## src/rtl/dm_rr_mem_arbiter_if.sv

```systemverilog
// Core-side bus of the shared data-memory arbiter.
// Handshake: a core raises req (with we/addr/wdata) and holds all four stable
// until it sees gnt high in a cycle; that cycle is the cycle its access is
// issued to the RAM. There is no ready/backpressure on the return path: a read
// returns exactly one cycle after gnt as rvalid[i] with rdata[i].
interface dm_rr_mem_arbiter_if #(
    parameter int NCORES = 4,
    parameter int AW     = 9,
    parameter int DW     = 16
) ();
    logic [NCORES-1:0]    req;
    logic [NCORES-1:0]    we;
    logic [NCORES*AW-1:0] addr;
    logic [NCORES*DW-1:0] wdata;
    logic [NCORES-1:0]    gnt;
    logic [NCORES-1:0]    rvalid;
    logic [NCORES*DW-1:0] rdata;
    logic [NCORES-1:0]    oob_err;
    logic [15:0]          conflict_cnt;

    // Cores side
    modport master (
        output req, we, addr, wdata,
        input  gnt, rvalid, rdata, oob_err, conflict_cnt
    );

    // Arbiter side
    modport slave (
        input  req, we, addr, wdata,
        output gnt, rvalid, rdata, oob_err, conflict_cnt
    );
endinterface

```

## src/rtl/dm_rr_mem_arbiter.sv

```systemverilog
// Round-robin front end letting NCORES cores share one true dual-port RAM.
// Up to two accesses per cycle (port A, port B); same-address hazards between
// the two candidates defer the second one instead of dropping it.
module dm_rr_mem_arbiter #(
    parameter int NCORES = 4,
    parameter int AW     = 9,
    parameter int DW     = 16,
    parameter int MEM_AW = 8,
    localparam int PW    = (NCORES > 1) ? $clog2(NCORES) : 1
) (
    input  logic              clk,
    input  logic              rst,
    dm_rr_mem_arbiter_if.slave bus,
    output logic [MEM_AW-1:0] ram_addr_a,
    output logic              ram_we_a,
    output logic [DW-1:0]     ram_wdata_a,
    input  logic [DW-1:0]     ram_q_a,
    output logic [MEM_AW-1:0] ram_addr_b,
    output logic              ram_we_b,
    output logic [DW-1:0]     ram_wdata_b,
    input  logic [DW-1:0]     ram_q_b,
    output logic [PW-1:0]     o_dbg_rr_ptr
);

    logic [PW-1:0]     r_rr_ptr;
    logic [15:0]       r_conflict_cnt;
    logic [NCORES-1:0] r_oob_err;
    // Per-port read tags: valid, owning core, out-of-range flag
    logic              r_tv_a, r_tv_b;
    logic [PW-1:0]     r_ti_a, r_ti_b;
    logic              r_to_a, r_to_b;

    logic [AW-1:0]     w_addr [NCORES];
    logic [DW-1:0]     w_wdat [NCORES];
    logic [NCORES-1:0] w_oob;
    logic              w_found_a, w_found_b;
    logic [PW-1:0]     w_idx_a, w_idx_b;
    logic              w_defer;
    logic              w_gnt_a, w_gnt_b;
    logic [PW-1:0]     w_ptr_next;
    logic [NCORES-1:0] w_gnt;
    int                w_c;

    // Unpack per-core address/data and flag out-of-range addresses
    always_comb begin
        for (int i = 0; i < NCORES; i++) begin
            w_addr[i] = bus.addr[i*AW +: AW];
            w_wdat[i] = bus.wdata[i*DW +: DW];
            w_oob[i]  = |bus.addr[i*AW+MEM_AW +: AW-MEM_AW];
        end
    end

    // Round-robin scan from r_rr_ptr: first requester is cand A, next is cand B
    always_comb begin
        w_found_a = 1'b0;
        w_found_b = 1'b0;
        w_idx_a   = '0;
        w_idx_b   = '0;
        w_c       = 0;
        for (int k = 0; k < NCORES; k++) begin
            w_c = int'(r_rr_ptr) + k;
            if (w_c >= NCORES) w_c = w_c - NCORES;
            if (bus.req[w_c]) begin
                if (!w_found_a) begin
                    w_found_a = 1'b1;
                    w_idx_a   = PW'(w_c);
                end else if (!w_found_b) begin
                    w_found_b = 1'b1;
                    w_idx_b   = PW'(w_c);
                end
            end
        end
    end

    // Hazard check and grant generation; reset blocks all grants
    always_comb begin
        w_defer = w_found_b &&
                  (w_addr[w_idx_a][MEM_AW-1:0] == w_addr[w_idx_b][MEM_AW-1:0]) &&
                  (bus.we[w_idx_a] || bus.we[w_idx_b]);
        w_gnt_a = w_found_a && !rst;
        w_gnt_b = w_found_b && !w_defer && !rst;
        w_gnt   = '0;
        if (w_gnt_a) w_gnt[w_idx_a] = 1'b1;
        if (w_gnt_b) w_gnt[w_idx_b] = 1'b1;
        bus.gnt = w_gnt;
    end

    // RAM port drive; idle ports are all-zero, out-of-range writes are suppressed
    always_comb begin
        ram_addr_a  = '0;
        ram_we_a    = 1'b0;
        ram_wdata_a = '0;
        ram_addr_b  = '0;
        ram_we_b    = 1'b0;
        ram_wdata_b = '0;
        if (w_gnt_a) begin
            ram_addr_a  = w_addr[w_idx_a][MEM_AW-1:0];
            ram_we_a    = bus.we[w_idx_a] && !w_oob[w_idx_a];
            ram_wdata_a = w_wdat[w_idx_a];
        end
        if (w_gnt_b) begin
            ram_addr_b  = w_addr[w_idx_b][MEM_AW-1:0];
            ram_we_b    = bus.we[w_idx_b] && !w_oob[w_idx_b];
            ram_wdata_b = w_wdat[w_idx_b];
        end
    end

    // Next pointer: one past the last granted core, held when nothing granted
    always_comb begin
        w_ptr_next = r_rr_ptr;
        if (w_gnt_b)
            w_ptr_next = (int'(w_idx_b) == NCORES - 1) ? '0 : w_idx_b + 1'b1;
        else if (w_gnt_a)
            w_ptr_next = (int'(w_idx_a) == NCORES - 1) ? '0 : w_idx_a + 1'b1;
    end

    // Pointer, hazard counter, sticky out-of-range flags and read tags
    always_ff @(posedge clk or posedge rst) begin
        if (rst) begin
            r_rr_ptr       <= '0;
            r_conflict_cnt <= '0;
            r_oob_err      <= '0;
            r_tv_a         <= 1'b0;
            r_tv_b         <= 1'b0;
            r_ti_a         <= '0;
            r_ti_b         <= '0;
            r_to_a         <= 1'b0;
            r_to_b         <= 1'b0;
        end else begin
            r_rr_ptr <= w_ptr_next;
            if (w_found_b && w_defer && r_conflict_cnt != 16'hFFFF)
                r_conflict_cnt <= r_conflict_cnt + 16'd1;
            r_oob_err <= r_oob_err | (w_gnt & w_oob);
            r_tv_a    <= w_gnt_a && !bus.we[w_idx_a];
            r_ti_a    <= w_idx_a;
            r_to_a    <= w_oob[w_idx_a];
            r_tv_b    <= w_gnt_b && !bus.we[w_idx_b];
            r_ti_b    <= w_idx_b;
            r_to_b    <= w_oob[w_idx_b];
        end
    end

    // Steer RAM read data back to the owning core one cycle after the grant
    always_comb begin
        bus.rvalid = '0;
        bus.rdata  = '0;
        for (int i = 0; i < NCORES; i++) begin
            if (r_tv_a && int'(r_ti_a) == i) begin
                bus.rvalid[i]         = 1'b1;
                bus.rdata[i*DW +: DW] = r_to_a ? '0 : ram_q_a;
            end
            if (r_tv_b && int'(r_ti_b) == i) begin
                bus.rvalid[i]         = 1'b1;
                bus.rdata[i*DW +: DW] = r_to_b ? '0 : ram_q_b;
            end
        end
    end

    assign bus.oob_err      = r_oob_err;
    assign bus.conflict_cnt = r_conflict_cnt;
    assign o_dbg_rr_ptr     = r_rr_ptr;

endmodule

```

## src/flat_wrapper.sv

```systemverilog
// flat-port wrapper written by rule: the top's interface ports become plain ports
module dm_rr_mem_arbiter_flat 
#(
    parameter int NCORES = 4,
    parameter int AW     = 9,
    parameter int DW     = 16,
    parameter int MEM_AW = 8,
    localparam int PW    = (NCORES > 1) ? $clog2(NCORES) : 1
)
  (clk, rst, ram_addr_a, ram_we_a, ram_wdata_a, ram_q_a, ram_addr_b, ram_we_b, ram_wdata_b, ram_q_b, o_dbg_rr_ptr, bus_req, bus_we, bus_addr, bus_wdata, bus_gnt, bus_rvalid, bus_rdata, bus_oob_err, bus_conflict_cnt);
  dm_rr_mem_arbiter_if #(.NCORES(NCORES), .AW(AW), .DW(DW)) bus_i ();
  input  logic clk;
  input  logic rst;
  output logic [MEM_AW-1:0] ram_addr_a;
  output logic ram_we_a;
  output logic [DW-1:0] ram_wdata_a;
  input  logic [DW-1:0] ram_q_a;
  output logic [MEM_AW-1:0] ram_addr_b;
  output logic ram_we_b;
  output logic [DW-1:0] ram_wdata_b;
  input  logic [DW-1:0] ram_q_b;
  output logic [PW-1:0] o_dbg_rr_ptr;
  input wire logic [$bits(bus_i.req)-1:0] bus_req;
  input wire logic [$bits(bus_i.we)-1:0] bus_we;
  input wire logic [$bits(bus_i.addr)-1:0] bus_addr;
  input wire logic [$bits(bus_i.wdata)-1:0] bus_wdata;
  output wire logic [$bits(bus_i.gnt)-1:0] bus_gnt;
  output wire logic [$bits(bus_i.rvalid)-1:0] bus_rvalid;
  output wire logic [$bits(bus_i.rdata)-1:0] bus_rdata;
  output wire logic [$bits(bus_i.oob_err)-1:0] bus_oob_err;
  output wire logic [$bits(bus_i.conflict_cnt)-1:0] bus_conflict_cnt;
  assign bus_i.req = bus_req;
  assign bus_i.we = bus_we;
  assign bus_i.addr = bus_addr;
  assign bus_i.wdata = bus_wdata;
  assign bus_gnt = bus_i.gnt;
  assign bus_rvalid = bus_i.rvalid;
  assign bus_rdata = bus_i.rdata;
  assign bus_oob_err = bus_i.oob_err;
  assign bus_conflict_cnt = bus_i.conflict_cnt;
  dm_rr_mem_arbiter #(.NCORES(NCORES), .AW(AW), .DW(DW), .MEM_AW(MEM_AW)) u_core (.clk(clk), .rst(rst), .bus(bus_i), .ram_addr_a(ram_addr_a), .ram_we_a(ram_we_a), .ram_wdata_a(ram_wdata_a), .ram_q_a(ram_q_a), .ram_addr_b(ram_addr_b), .ram_we_b(ram_we_b), .ram_wdata_b(ram_wdata_b), .ram_q_b(ram_q_b), .o_dbg_rr_ptr(o_dbg_rr_ptr));
endmodule
```

## config.mk

```make
export PLATFORM = sky130hd
export DESIGN_NAME = dm_rr_mem_arbiter_flat
export DESIGN_NICKNAME = d
export VERILOG_FILES = /design/src/rtl/dm_rr_mem_arbiter_if.sv /design/src/rtl/dm_rr_mem_arbiter.sv /design/src/flat_wrapper.sv
export SDC_FILE = /design/constraint.sdc
export NUM_CORES = 1
export LEC_CHECK = 0
export CORE_AREA = 2 2 111 113
export CTS_BUF_LIST = sky130_fd_sc_hd__clkbuf_4 sky130_fd_sc_hd__clkbuf_8 sky130_fd_sc_hd__clkbuf_16
export CTS_CLUSTER_DIAMETER = 150
export CTS_CLUSTER_SIZE = 24
export DETAILED_ROUTE_END_ITERATION = 8
export DIE_AREA = 0 0 113 115
export GPL_TIMING_DRIVEN = 0
export PLACE_DENSITY_LB_ADDON = 0.08
export SETUP_SLACK_MARGIN = 0.02
export SYNTH_ARGS = -nofsm -noshare
export SYNTH_HDL_FRONTEND = slang
export SYNTH_SLANG_ARGS = --single-unit
```

## constraint.sdc

```tcl
create_clock -name clk -period 13 [get_ports clk]
set_input_delay 2.6 -clock clk [delete_from_list [all_inputs] [get_ports clk]]
set_output_delay 2.6 -clock clk [all_outputs]
set_load 0.02 [all_outputs]
```

==> results of run 1 <==
[cell type report]
type,count,share of cell area [%]
multi-input combinational,529,47.89
timing repair buffer,281,34.72
sequential,30,9.266
buffer,56,3.444
tap,147,2.270
clock buffer,5,1.544
clock inverter,3,0.4942
inverter,8,0.3707
[metal layers]
layer / vias to the layer above / track usage, % / wire length (um)
li1: 2998 / - / -
met1: 3105 / 36.98 / 8046
met2: 462 / 57.68 / 10690
met3: 74 / 4.692 / 2011
met4: 0 / 12.76 / 758
met5: - / 0 / 0
[layout by cell type, fill, tap and decap left out, types with 4 or more instances in the layout]
cell	synthesis	layout
a211oi_1	51	51
a21oi_1	17	17
a222oi_1	4	4
a22o_1	4	4
a31oi_1	7	7
a32oi_1	5	5
and2_1	14	14
and3_1	31	31
buf_1	9	9
buf_2	13	13
buf_6	6	6
clkbuf_1	26	26
clkbuf_16	0	5
clkdlybuf4s50_1	0	281
dfrtp_1	30	30
ha_1	11	11
inv_1	7	7
mux2_2	6	6
mux2i_1	74	74
mux4_2	6	6
nand2_1	50	50
nand2b_1	35	35
nand3_1	15	15
nand3b_1	5	5
nand4_1	10	10
nor2_1	12	12
nor2b_1	21	21
o21ai_0	14	14
o22ai_1	65	65
xnor2_1	16	16
[final timing paths]
check	end	cells after the start
max reg2reg	u_core.o_dbg_rr_ptr[1]	14
max	ram_wdata_b[14]	18
min reg2reg	u_core.bus.oob_err[0]	2
max in group asynchronous	u_core.bus.oob_err[1]	2
min	u_core.bus.oob_err[0]	2
min in group asynchronous	u_core.o_dbg_rr_ptr[1]	2
[power by group]
| part | switching, uW | leakage (uW) | total [uW] | internal (uW) |
|---|---|---|---|---|
| Clock | 38.9 | 0.0000836 | 128 | 89.4 |
| Combinational | 750 | 0.00264 | 1310 | 558 |
| Sequential | 22.3 | 0.000380 | 135 | 113 |
[worst min-delay path, cell delays in order (launching register included)]
cell and delay, ns:
dfrtp_1 0.34, a31oi_1 0.04, o21ai_0 0.07
[state kept, by name, summed over array words and instances, names as in the netlist]
| name | cells |
|---|---|
| u_core.bus.conflict_cnt | 16 |
| u_core.r_tv_a | 1 |
| u_core.r_ti_b | 2 |
| u_core.r_to_a | 1 |
| u_core.r_to_b | 1 |
| u_core.bus.oob_err | 4 |
| u_core.r_tv_b | 1 |
| u_core.o_dbg_rr_ptr | 2 |
| u_core.r_ti_a | 2 |
[stage by stage]
stage / total power (uW) / cell area, sq um / setup slack [ns] / hold WS (ns) / instances
after floorplan: 953.1 / 4940 / 4.329 / 0.5782 / 623
after global placement: 1388 / 7936 / 3.301 / 0.4630 / 1051
after detailed placement: 1417 / 7936 / 3.261 / 0.4782 / 1051
after CTS: 1554 / 8102 / 3.227 / 0.4887 / 1059
after global routing: 1665 / 8102 / 2.897 / 0.4967 / 1059
final: 1572 / 8102 / 3.217 / 0.4901 / 1059
[cell families after synthesis]
group,after synthesis
adders and majority gates,11
AOI/OAI and AO/OA,194
xor gates and xnor gates,19
muxes,89
buffers and inverters,64
DFF,30
and+or+nand+nor,216
==> results.txt, run 1 <==
CP cell instances: buf_2 > mux2i_1 > a21oi_1 > ha_1 > a2111oi_0 > a211oi_1 > o211ai_1 > buf_2 > buf_2 > mux2i_1 > xor2_1 > nand2_1 > and4b_1 > buf_6 > or3_4 > buf_6 > a211oi_1 > clkdlybuf4s50_1
Root Buffer: clkbuf_16
Failing checks: DRC
N_diodes: 0
Synth Area in Adders: 2.786%
# resized after CTS: 0
Vias per cell: 6.269
Setup crit start: bus_req[3]
Clock Sink Count: 30
Mapped Nets: 776
Final Critical Period: 9.783 ns
Crit. End Element: output pin
CTS tree: built
Worst Path Class, Setup: input port to output pin
Post-synth top cells: mux2i_1 (74), o22ai_1 (65), a211oi_1 (51)
Reg2reg setup slack: 8.59 ns
Number of synthesized flops with an enable pin: 0
Synth Flop Type: dfrtp_1
Layout cells sized above 1: 6.140%
Hold path startpoint: u_core.bus.oob_err[0]
CP max-delay cell: clkdlybuf4s50_1
Pwr dens: 194.0 nW/um^2
Most frequent cell after synthesis: mux2i_1
Ys async rst share: 100.0%
Pin count of the biggest net entering global routing: 32
Mapped cell area: 4940 sq um
Worst min path class: flop to flop
Syn Inst Count: 623
Top cell type's share of synthesized area: 15.20%
Compound-Gate Fraction of Synth Area: 27.56%
PortBufs: 281
Synth-to-Final Area Change: 64.01%
Reg clk slew, reported paths: 0.05 ns
F_max: 0.1022 GHz
CP Max Fanout: 10
Hold buffer count at cts: 0
First-pass GRT wire length: 33580 um
WP data required: 10.40 ns
Slew @ Worst Pin: 1.135 ns
Period utilization: 75.25%
Die W: 113 um
Final #Nets: 1064
Critical Path AT: 7.18 ns
Yosys cell types: 70
GRT Residual Overflow: 0
Routed length per instance: 20.30 um
Gr usage total: 31.51%
Slew Viols, Final: 0
CTS max path bufs: 2
Initial Utilization: 41.82%
XOR/XNOR Fraction of Synth Area: 3.369%
Largest family of logic cells by synthesized area: compound AO/OA/AOI/OAI gates
Simple-gate share of the synthesized area: 24.97%
CORE AREA: 11810 sq um
Bufs and invs on worst path: 6
H-tree depth: 2
RSZ-0062 raised after global routing: no
Antenna violations before repair: 0
Setup bufs post-CTS: 0
Vias: 6639
DP Wirelength: 16870 um
Clock skew: 0.005159 ns
Leading area contributor after synthesis: dfrtp_1
Total Die Area: 13000 sq um
Crit path max-delay family: buffers and inverters
CP Launch Type: input port
Max VDD drop: 162.3 uV
Final Setup Violations: 0
Synthesized area per cell: 7.929 sq um
Num ports: 286
DRT Pass-1 Iters: 8
Vias in the first global route: 6661
TNS Setup: 0 ns
Flip-flop and latch area: 750.7 sq um
Area contributors post-synth: dfrtp_1 (15%), mux2i_1 (15%), o22ai_1 (8.2%)
Worst reg2reg startpoint: u_core.o_dbg_rr_ptr[1]
Status: complete, but fails checks
Worst skew pair latency: 0.27 ns
Worst slew margin: 24.23%
Finished Core Util: 68.59%
Cell Rows: 40
Yosys reg bits: 30
DR DRC count: 20
Footprint of the multi-input gates: 3880 sq um
1st-iter DRT viols: 556
Cts bufs inserted: 5
Total wire length: 21500 um
Register area share after synthesis: 15.20%
Final GP Congestion: 0.9782
MaxCap Viol Count: 0
Pleak: 0.003105 uW
Post-synthesis mux area share: 19.86%
Yosys warning count: 0
Die height: 115 um
Fillers: 957
Final number of hold-violating endpoints: 0
Crit path top cell by count: buf_2
Critical Path Max Stage Delay: 0.69 ns
Antenna Violating Nets Remaining: 0
No activity file was read; power rests on OpenSTA's default activity.
==> inputs of run 2 (changes only) <==
CORE_AREA = unset   (was 2 2 111 113)
CORE_UTILIZATION = 40   (was unset)
DIE_AREA = unset   (was 0 0 113 115)
clock period = 9.9 ns   (was 13 ns; I/O delays follow)
==> run 2 against run 1 <==
Global-route usage is essentially flat; critical path type unchanged; combinational power grew 30%; total power grew 29%; the run now ends clean; largest power group unchanged.
==> results.txt, run 2 (same netlist as run 1, synthesis figures left out) <==
Status: complete, no violations
Final Critical Period: 8.446 ns
Commonest non-fill, non-tap cell in the layout: clkdlybuf4s50_1
Slew @ Worst Pin: 1.133 ns (-0.001847 ns)
CP Max Fanout: 10 (unchanged)
Crit path top cell by count: buf_2
Pwr dens: 250.6 nW/um^2 (+29%)
DR DRC count: 0 (-100%)
GRT Residual Overflow: 0 (unchanged)
DRT Pass-1 Iters: 5 (-3)
DP Wirelength: 16410 um (-2.7%)
Period utilization: 85.31%
Synth-to-Final Area Change: 63.40%
Flip-flop and latch area: 750.7 sq um (unchanged)
TNS Setup: 0 ns (unchanged)
Footprint of the multi-input gates: 3880 sq um (unchanged)
WP data required: 7.92 ns (-2.48 ns)
GR Layer Usage met1: 37.87% (+0.89 points)
Routed length per instance: 19.87 um (-2.1%)
Total Die Area: 12800 sq um (-1.5%)
Worst min path class: flop to flop
Critical Path Max Stage Delay: 0.67 ns (-0.02 ns)
Final worst slack: 1.454 ns (-1.763 ns)
First-pass GRT wire length: 32450 um (-3.4%)
Antenna Violating Nets Remaining: 0 (unchanged)
Root Buffer: clkbuf_16
Antenna violations before repair: 0 (unchanged)
Total wire length: 21020 um (-2.2%)
Max reg flops: 16 (unchanged)
Vias: 6427 (-3.2%)
Total power: 2022 uW (+29%)
Critical Path AT: 6.47 ns (-0.71 ns)
Cts bufs inserted: 5 (unchanged)
Final Cell Area: 8071 sq um (-0.37%)
Die W: 113.1 um (+0.11%)
Die height: 113.1 um (-1.6%)
Crit. End Element: output pin
Pin count of the biggest net entering global routing: 32 (unchanged)
Busiest grt layer: met2
Clock Sink Count: 30 (unchanged)
Worst slew margin: 24.36% (+0.12 points)
F_max: 0.1184 GHz
PortBufs: 281 (unchanged)
Fillers: 1024 (+7.0%)
CORE AREA: 12010 sq um (+1.7%)
Reg clk slew, reported paths: 0.05 ns (about the same)
Gr usage total: 31.55% (+0.039 points)
MaxCap Viol Count: 0 (unchanged)
Vias in the first global route: 6207 (-6.8%)
CP max-delay cell: clkdlybuf4s50_1
CTS max path bufs: 2 (unchanged)
Crit path max-delay family: buffers and inverters
Worst Path Class, Setup: input port to output pin
Most frequent cells in the layout: clkdlybuf4s50_1 (281), mux2i_1 (74), o22ai_1 (65), a211oi_1 (51), nand2_1 (50)
Final GP Congestion: 0.9442 (-3.5%)
Vias per cell: 6.075 (-3.1%)
1st-iter DRT viols: 554 (-0.36%)
Layout cells sized above 1: 6.037% (-0.10 points)
CTS tree: built
Pre-CTS WS: 1.534 ns (-1.726 ns)
Cell Rows: 40 (unchanged)
# resized after CTS: 0 (unchanged)
CP cell instances: buf_2 > mux2i_1 > a21oi_1 > ha_1 > a2111oi_0 > a211oi_1 > o211ai_1 > buf_2 > buf_2 > mux2i_1 > xor2_1 > nand2_1 > and4b_1 > buf_6 > or3_4 > buf_6 > a211oi_1 > clkdlybuf4s50_1
CP Launch Type: input port
Initial Utilization: 41.13% (-0.70 points)
N_diodes: 0 (unchanged)
Num ports: 286 (unchanged)
Hold buffer count at cts: 0 (unchanged)
Met2 Use GR: 57.34% (-0.34 points)
H-tree depth: 2 (unchanged)
Final number of hold-violating endpoints: 0 (unchanged)
Clock skew: 0.003781 ns (-0.001377 ns)
Bufs and invs on worst path: 6 (unchanged)
Pleak: 0.003090 uW (-0.46%)
Worst skew pair latency: 0.27 ns (about the same)
Slew Viols, Final: 0 (unchanged)
RSZ-0062 raised after global routing: no
Met3 usage: 5.088% (+0.40 points)
Max VDD drop: 179.7 uV (+11%)
Final Setup Violations: 0 (unchanged)
Area after DPL: 7936 sq um (unchanged)
Final #Nets: 1064 (unchanged)
Setup bufs post-CTS: 0 (unchanged)
run 2: per-layer routing:
metal / part of all wire, % / wire (um) / vias up
li1: - / - / 2991
met1: 39 / 8199 / 3036
met5: 0 / 0 / -
met4: 2.5 / 535 / 0
met2: 50 / 10580 / 361
met3: 8.1 / 1707 / 39
run 2: layout make-up:
cell class / instances / share of cell area (%)
Inverter: 8 / 0.3720
Clock inverter: 2 / 0.1240
Multi-Input combinational cell: 529 / 48.07
Sequential cell: 30 / 9.301
Clock buffer: 5 / 1.550
Tap cell: 147 / 2.279
Timing Repair Buffer: 281 / 34.85
Buffer: 56 / 3.457
run 2: worst paths after layout:
check | to | cells past startpoint | startpoint | slack [ns]
setup / recovery | ram_wdata_b[11] | 18 | bus_req[3] | 1.45
hold / removal | u_core.bus.conflict_cnt[14] | 1 | u_core.bus.conflict_cnt[14] | 0.49
setup reg to reg | u_core.o_dbg_rr_ptr[0] | 17 | u_core.o_dbg_rr_ptr[1] | 5.51
hold reg to reg | u_core.bus.conflict_cnt[14] | 1 | u_core.bus.conflict_cnt[14] | 0.49
max in group asynchronous | u_core.bus.conflict_cnt[1] | 2 | rst | 6.66
min in group asynchronous | u_core.o_dbg_rr_ptr[1] | 2 | rst | 2.56
run 2: power breakdown:
part	leakage [uW]	switching (uW)	total, uW	internal, uW
registers	0.000380	29.5	178	149
logic	0.00264	972	1700	732
clock network	0.0000694	50.1	140	90.3
run 2: per-stage QoR:
| step | cells | hold WS (ns) | util (%) |
|---|---|---|---|
| after floorplan | 623 | 0.5782 | - |
| after global placement | 1051 | 0.4622 | 66.07 |
| after detailed placement | 1051 | 0.4712 | 66.07 |
| after CTS | 1058 | 0.4993 | 67.20 |
| after global routing | 1058 | 0.5306 | 67.20 |
| final | 1058 | 0.4919 | 67.20 |
run 2: worst register-to-register path, delay by kind of cell (launching register included):
family | cells | cell delay [ns]
AO/OA/AOI/OAI | 7 | 1.34
adder cells (fa/ha/maj) | 1 | 0.25
buffers and inverters | 4 | 0.91
flip-flops | 1 | 0.45
multiplexers | 2 | 0.49
AND/OR/NAND/NOR | 3 | 0.82
